===== src/rtl/poly_add_seq.sv =====
// Purpose : streams len_eff coefficient pairs from two operand memories through
//           one mod_add and writes (a+b) mod q to a result memory.
// Latency : L+3 cycles from accepted start to done_o; 1 coefficient/cycle.
// Backpressure: none; memories are assumed to answer 1 cycle after rd_en_o.
//
// Ports:
//   clk_i, rst_n_i            clock, async active-low reset
//   start_i, len_i, q_i       request, coefficient count, modulus (sampled in IDLE)
//   busy_o, done_o            status, one-cycle completion pulse
//   rd_en_o, rd_addr_o        shared read strobe/address for both operand memories
//   a_data_i, b_data_i        operand coefficients, valid 1 cycle after rd_en_o
//   wr_en_o, wr_addr_o, wr_data_o  result write port

module mod_add (
    input  logic [23:0] a,
    input  logic [23:0] b,
    input  logic [23:0] q,
    output logic [22:0] y
);
    logic [24:0] sum;
    logic [24:0] diff;
    logic [24:0] res;
    logic        unused_res_hi;

    assign sum  = {1'b0, a} + {1'b0, b};
    assign diff = sum - {1'b0, q};
    // Single conditional subtract is enough because a,b < q implies a+b < 2q.
    assign res  = (sum >= {1'b0, q}) ? diff : sum;
    assign y    = res[22:0];
    assign unused_res_hi = ^res[24:23];
endmodule

module poly_add_seq #(
    parameter int N_COEF = 256,
    parameter int ADDR_W = 8
) (
    input  logic              clk_i,
    input  logic              rst_n_i,
    input  logic              start_i,
    input  logic [ADDR_W:0]   len_i,
    input  logic [22:0]       q_i,
    output logic              busy_o,
    output logic              done_o,
    output logic              rd_en_o,
    output logic [ADDR_W-1:0] rd_addr_o,
    input  logic [22:0]       a_data_i,
    input  logic [22:0]       b_data_i,
    output logic              wr_en_o,
    output logic [ADDR_W-1:0] wr_addr_o,
    output logic [22:0]       wr_data_o
);
    typedef enum logic [1:0] {IDLE, RUN, DRAIN, DONE} state_t;

    localparam logic [ADDR_W:0] N_COEF_W = (ADDR_W+1)'(N_COEF);

    state_t            state;
    logic [22:0]       q_lat;
    logic [ADDR_W-1:0] last_addr;

    // Read stage of the valid/address pipeline: marks the cycle in which
    // a_data_i/b_data_i carry the coefficient for s1_addr.
    logic              s1_vld;
    logic [ADDR_W-1:0] s1_addr;

    logic [ADDR_W:0]   len_eff;
    logic [ADDR_W:0]   len_eff_m1;
    logic [22:0]       sum_mod;
    logic              unused_len_hi;

    assign len_eff    = (len_i > N_COEF_W) ? N_COEF_W : len_i;
    assign len_eff_m1 = len_eff - 1'b1;
    assign unused_len_hi = len_eff_m1[ADDR_W];

    mod_add u_mod_add (
        .a (({1'b0, a_data_i})),
        .b (({1'b0, b_data_i})),
        .q (({1'b0, q_lat})),
        .y (sum_mod)
    );

    always_ff @(posedge clk_i or negedge rst_n_i) begin
        if (!rst_n_i) begin
            state     <= IDLE;
            q_lat     <= '0;
            last_addr <= '0;
            s1_vld    <= 1'b0;
            s1_addr   <= '0;
            busy_o    <= 1'b0;
            done_o    <= 1'b0;
            rd_en_o   <= 1'b0;
            rd_addr_o <= '0;
            wr_en_o   <= 1'b0;
            wr_addr_o <= '0;
            wr_data_o <= '0;
        end else begin
            s1_vld    <= rd_en_o;
            s1_addr   <= rd_addr_o;
            wr_en_o   <= s1_vld;
            wr_addr_o <= s1_addr;
            if (s1_vld) begin
                wr_data_o <= sum_mod;
            end

            case (state)
                IDLE: begin
                    done_o <= 1'b0;
                    if (start_i) begin
                        q_lat     <= q_i;
                        last_addr <= len_eff_m1[ADDR_W-1:0];
                        if (len_i == '0) begin
                            state  <= DONE;
                            done_o <= 1'b1;
                        end else begin
                            state     <= RUN;
                            busy_o    <= 1'b1;
                            rd_en_o   <= 1'b1;
                            rd_addr_o <= '0;
                        end
                    end
                end
                RUN: begin
                    if (rd_addr_o == last_addr) begin
                        rd_en_o <= 1'b0;
                        state   <= DRAIN;
                    end else begin
                        rd_addr_o <= rd_addr_o + 1'b1;
                    end
                end
                DRAIN: begin
                    // Final write is on the bus once the read stage has emptied.
                    if (wr_en_o && !s1_vld) begin
                        state  <= DONE;
                        busy_o <= 1'b0;
                        done_o <= 1'b1;
                    end
                end
                DONE: begin
                    done_o <= 1'b0;
                    state  <= IDLE;
                end
                default: state <= IDLE;
            endcase
        end
    end
endmodule

===== config.mk =====
export PLATFORM = sky130hd
export DESIGN_NAME = poly_add_seq
export DESIGN_NICKNAME = d
export VERILOG_FILES = /design/src/rtl/poly_add_seq.sv
export SDC_FILE = /design/constraint.sdc
export NUM_CORES = 1
export LEC_CHECK = 0
export CORE_MARGIN = 8
export CORE_UTILIZATION = 35
export CTS_CLUSTER_DIAMETER = 200
export DETAILED_ROUTE_END_ITERATION = 6
export PLACE_DENSITY = 0.6
export REMOVE_ABC_BUFFERS = 1
export SETUP_SLACK_MARGIN = 0.5
export SYNTH_ARGS = -nofsm -noshare
export SYNTH_HDL_FRONTEND = slang
export SYNTH_SLANG_ARGS = --single-unit

===== constraint.sdc =====
create_clock -name clk_i -period 5.4 [get_ports clk_i]
set_clock_uncertainty 0.1 [all_clocks]
set_input_delay 1.08 -clock clk_i [delete_from_list [all_inputs] [get_ports clk_i]]
set_output_delay 1.08 -clock clk_i [all_outputs]
set_load 0.005 [all_outputs]

**After elaboration in Yosys (flattened, before gate mapping)**

Index checks and enable logic that the tools add are counted.
W data, S select, Z words.

- Bitwise operators: 0
- Order comparisons: 2
- Add/sub/neg operators: 4
- Multiply operators: 0
- Reductions and logical operators: 13
- Eq/ne operators: 9
- Shift-type cells: 0
- Divide/modulo/power cells: 0
- Multiplexer cells: 21

Operator list:

| operator | count |
|---|---|
| $mux W8 | 4 |
| $add A23 B23 Y24 | 1 |
| $ge A24 B23 Y1 | 1 |
| $mux W23 | 1 |
| $sub A23 B23 Y23 | 1 |
| $pmux W8 S2 | 1 |
| $reduce_and A4 Y1 | 3 |
| $ne A2 B2 Y1 const B | 5 |
| $gt A9 B9 Y1 const B | 1 |
| $logic_not A9 Y1 | 1 |
| $add A8 B1 Y8 const B | 1 |
| $eq A8 B8 Y1 | 1 |
| $mux W2 | 4 |
| $pmux W2 S4 | 1 |
| $sub A8 B1 Y8 const B | 1 |
| $mux W1 | 7 |
| $eq A2 B2 Y1 const B | 2 |
| $pmux W1 S2 | 2 |
| $reduce_and A2 Y1 | 2 |
| $reduce_bool A2 Y1 | 2 |
| $pmux W1 S3 | 1 |
| $reduce_and A3 Y1 | 1 |
| $reduce_bool A3 Y1 | 1 |
| $eq A2 B1 Y1 const B | 1 |
| other kinds (3) | 3 |

- Register bits after elaboration: 85
- Input port bits: 81
- Memories kept: 0
- Latch bits: 0
- ROM bits: 0
- Output and inout bits: 43
- Bits in writable memories: 0

**Logic depth before layout (Yosys ltp)**

Gate-level depths: netlist of the first run.

- Depth in word-level cells: 4
- Depth in mapped cells: 20
- Gate-level depth less buffers: 18

**Cells and area by module**

Synthesis of the first run repeated with hierarchy kept, for this count alone.

- Cells, all modules: 597
- Area, all modules: 6162.2 um^2

By module, submodules not included:

| module | cells each | sequential area each (um^2) | area each (um^2) | instances |
|---|---|---|---|---|
| poly_add_seq | 260 | 2127.0 | 3518.4 | 1 |
| mod_add | 337 | 0.0 | 2643.8 | 1 |

**Least setup slack after synthesis of the first run**

No wires, ideal clock.

- Kind: input -> register
- Start: input a_data_i[0]
- End: register wr_data_o[22]
- Path slack: 0.002 ns
- Data required time: 5.164 ns
- Setup time: 0.136 ns
- Cell stages on the path: 20
- Arrival: 5.162 ns
- Buffers on the path: 3
- Cell sequence: ha_1 > fa_1 > a21oi_1 > o21ai_1 > a2111o_1 > a31o_2 > a21oi_1 > xnor2_1 > ha_1 > and3_1 > buf_6 > nand4_4 > or4_4 > o2111ai_2 > a31oi_4 > and2_4 > buf_6 > buf_2 > a31oi_1 > o31ai_1

- Longest elaborated chain between the ends: 3
- Elaborated cells between the ends (all ways): 4
- Those cells by class: add/sub: 2; order compare: 1; mux: 1

Ends and longest elaborated chain:

| item | RTL line | RTL |
|---|---|---|
| start: declaration | 46 | `input logic [22:0] a_data_i,` |
| $add A23 B23 Y24 (*) | 25 | `assign sum = {1'b0, a} + {1'b0, b};` |
| $sub A23 B23 Y23 or $ge A24 B23 Y1 (tied branches) | 26, 28 |  |
| $mux W23 (*) | 28 | `assign res = (sum >= {1'b0, q}) ? diff : sum;` |
| end signal: assignment | 101 | `wr_data_o <= sum_mod;` |
| end: declaration | 50 | `output logic [22:0] wr_data_o` |

Mark *: on every way between the ends. The rest lies on a longest branch, timed or not.
A chain may end at the register's enable or synchronous reset.

**Final worst setup path of the first run**

- Start: input a_data_i[4]
- End: register wr_data_o[12]

The elaborated chain is that of the path after synthesis.

==> run metrics, run 1 <==
number of global-route vias before repair=just over 6000; DRC=0; diode count=0; hold_buf cts=0; static leakage=4.05 nW; Layout area overhead=51.2%; DR iter-0 viols=267; Chip Height=148 um; latest clock arrival within the worst-skew pair=0.35 ns; Final setup viols=0; R2R cell count=13; routed length per placed instance=about 17 um; GPL Wtd Cong=0.823; I/O pin count=124; largest net degree at the start of global routing=46; I/O Buffers=approximately 120; post-synthesis adder-cell area fraction=11.4%; status=finished clean; Max-Cap Viols=0; fin worst setup slack=0.469 ns; routed wire length=about 19 mm; CTS buffer count=9; Main synth FF type=dfrtp_1; Total Routing Usage GR=16.8%; clock buffer depth=2; Fmax achieved=203 MHz; grt ovf=0; initial antenna violation count=0; Unique masters post-synth=75; Slowest cell on crit path=or4_4; Final min period=4.93 ns; CTS root buf=clkbuf_16; largest family of logic cells by synthesized area=compound AO/OA/AOI/OAI gates; Synth Warn #=0; PwrDens=between 500 and 600 mW/mm^2; share of layout cells above drive strength 1=around 28%; register bit total from synthesis=85; min-delay worst type=reg -> reg; RSZ-0062 raised after global routing=yes; Final HPWL DP=13.8 mm; first-pass GRT wire length=between 20 and 30 mm; Worst EP required=approximately 5.5 ns; crit share post-route=91.3%; CTS tree=built; Detailed Routing Iterations Pass 1=4; mapped cell area=slightly above 0.006 sq mm; Post-synth EDFFs=0; Avg Cell Area, Syn=9.26 sq um; most frequent cells in the layout=buf_4 (110), clkdlybuf4s50_1 (107), dfrtp_1 (85); Fin. Hold Viols=0; pre-CTS WS=-0.480 ns; Reg area=0.00213 sq mm; routed vias=5865; Worst EP arrival=5.06 ns; register area share after synthesis=35.0%; crit path max fanout=5; Worst Hold Path Cells=0; mux contribution to synthesized area=6.12%; CTS Sinks=85; Simple-Gate Fraction of Synth Area=14.7%; critical path class=in -> reg; Slew Viols, Final=0; Synth Area in Compound Gates=21.6%; H-tree depth=3; area taken by multi-input logic gates=between 0.004 and 0.005 sq mm; drt via density=roughly 5.2; Finished Layout Cells=approximately 1100; core area=0.0171 sq mm; Layout Nets=around 1000; Die ar.=0.0218 sq mm; Die W=148 um; Final ANT Viol Nets=0; placed cell area=0.00802 sq mm; share of the core filled with cells=53.7%; Max transition margin=56.1%; Post-Synth XOR/XNOR Area=around 6.6%; Clock transition at path regs=around 0.07 ns; Post-Place Cells=around 1100; Cell Rows=48; Fill cells=1524; Slew @ Worst Pin=0.653 ns; Post-Syn Instances=656; Critical Path, Cell by Cell=buf_6 -> ha_4 -> a2111oi_4 -> buf_4 -> o21ai_4 -> a2111o_1 -> a31o_4 -> a21oi_4 -> xnor2_4 -> ha_4 -> and3_4 -> nand4_4 -> or4_4 -> o2111ai_4 -> a31oi_4 -> and2_4 -> buf_8 -> buf_6 -> a31oi_4 -> nand3b_1; Async S/R FF share, synth=100%; commonest non-fill, non-tap cell in the layout=buf_4; post-route cell area=0.00919 sq mm; CP endpoint kind=register; Initial Util=approximately 35%; CP Launch Type=primary input; CP peak stage delay=0.51 ns; Peak VDD IR=0.214 mV
stage by stage:
step | hold slack, ns | power [mW] | setup TNS [ns]
after CTS | 0.252 | 4.71 | 0
after detailed placement | 0.236 | 3.82 | -8.20
after global routing | 0.254 | 5.28 | 0
after global placement | 0.232 | 3.75 | -7.27
final | 0.249 | 4.92 | 0
after floorplan | 0.231 | 2.73 | -0.0675
critical path, delay by kind of cell:
family | cells | cell delay, ns
simple gates | 5 | 1.08
xor+xnor | 1 | 0.10
fa+ha+maj | 2 | 0.52
buf+inv | 4 | 0.54
compound gates | 8 | 1.74
report_power, final:
| group | internal, mW | switching, mW |
|---|---|---|
| clock network | 0.366 | 0.282 |
| logic | 1.64 | 1.55 |
| registers | 0.908 | 0.170 |
| total | 2.92 | 2.01 |
Yosys cell counts, types with 3 or more instances:
master,n,share of area (%)
a2111oi_0,3,0.43
a211oi_1,6,0.74
a21o_1,16,2.0
a21oi_1,63,5.2
a221oi_1,3,0.43
a31oi_1,15,1.5
a41oi_1,4,0.58
and2_1,3,0.31
and3_1,5,0.51
buf_1,3,0.19
buf_6,3,0.56
clkbuf_1,7,0.43
dfrtp_1,85,35
ha_1,52,11
inv_1,41,2.5
mux2_2,25,4.6
mux2i_1,9,1.5
nand2_1,47,2.9
nand2b_1,5,0.51
nand3_1,15,1.2
nand3b_1,3,0.37
nand4_1,9,0.93
nor2_1,48,3.0
nor2b_1,10,1.0
nor3_1,11,0.91
nor4_1,6,0.62
o211ai_1,5,0.62
o21a_1,16,2.0
o21ai_0,34,2.8
o21bai_1,3,0.37
o31ai_1,4,0.49
xnor2_1,27,3.9
xor2_1,19,2.7
timing repair:
action	4_1_cts	5_1_grt
gates cloned	1	0
gates resized for setup	75	60
pin swaps	39	47
setup endpoints to repair	23	23
buffers inserted	34	9
final cells by class:
cell class | count | area share (%)
repair buffers | 239 | 23.2
multi-input cells | 512 | 45.5
well taps | 225 | 3.06
flip-flops and latches | 85 | 23.2
clock buffers | 9 | 2.45
clock inverters | 7 | 0.885
inverters | 42 | 1.72
registers in the layout (all words and copies together), names as in the netlist:
signal / cells
busy_o: 1
done_o: 1
last_addr: 8
q_lat: 23
rd_addr_o: 8
rd_en_o: 1
s1_addr: 8
s1_vld: 1
state: 2
wr_addr_o: 8
wr_data_o: 23
wr_en_o: 1
routing by layer:
layer | track usage (%) | vias to the layer above | share of wire [%]
li1 | - | 2868 | -
met1 | 21.5 | 2829 | 45
met2 | 27.9 | 146 | 48
met3 | 3.27 | 22 | 4.9
met4 | 5.30 | 0 | 1.8
met5 | 0 | - | 0
kinds of logic after synthesis:
kind of cell / after synthesis
fa+ha+maj: 54
buf+inv: 59
mux: 34
xor+xnor: 46
flops: 85
simple gates: 178
compound gates: 200
final timing paths:
kind	slack, ns	startpoint	end
max	0.47	a_data_i[4]	wr_data_o[12]
min	0.25	s1_addr[0]	wr_addr_o[0]
max reg2reg	2.15	q_lat[0]	wr_data_o[0]
min reg2reg	0.25	s1_addr[0]	wr_addr_o[0]
max in group asynchronous	3.60	rst_n_i	wr_addr_o[4]
min in group asynchronous	0.64	rst_n_i	q_lat[4]
(Power assumes the default switching activity.)
==> inputs of run 2 (changes only) <==
--- a/config.mk
+++ b/config.mk
@@ -5,9 +5,11 @@
 export SDC_FILE = /design/constraint.sdc
 export NUM_CORES = 1
 export LEC_CHECK = 0
+export CAP_MARGIN = 10
 export CORE_MARGIN = 8
 export CORE_UTILIZATION = 35
 export CTS_CLUSTER_DIAMETER = 200
+export CTS_CLUSTER_SIZE = 25
 export DETAILED_ROUTE_END_ITERATION = 6
 export PLACE_DENSITY = 0.6
 export REMOVE_ABC_BUFFERS = 1
==> results of run 2 <==
Final layout, timing and power as in run 1 (identical DEF).
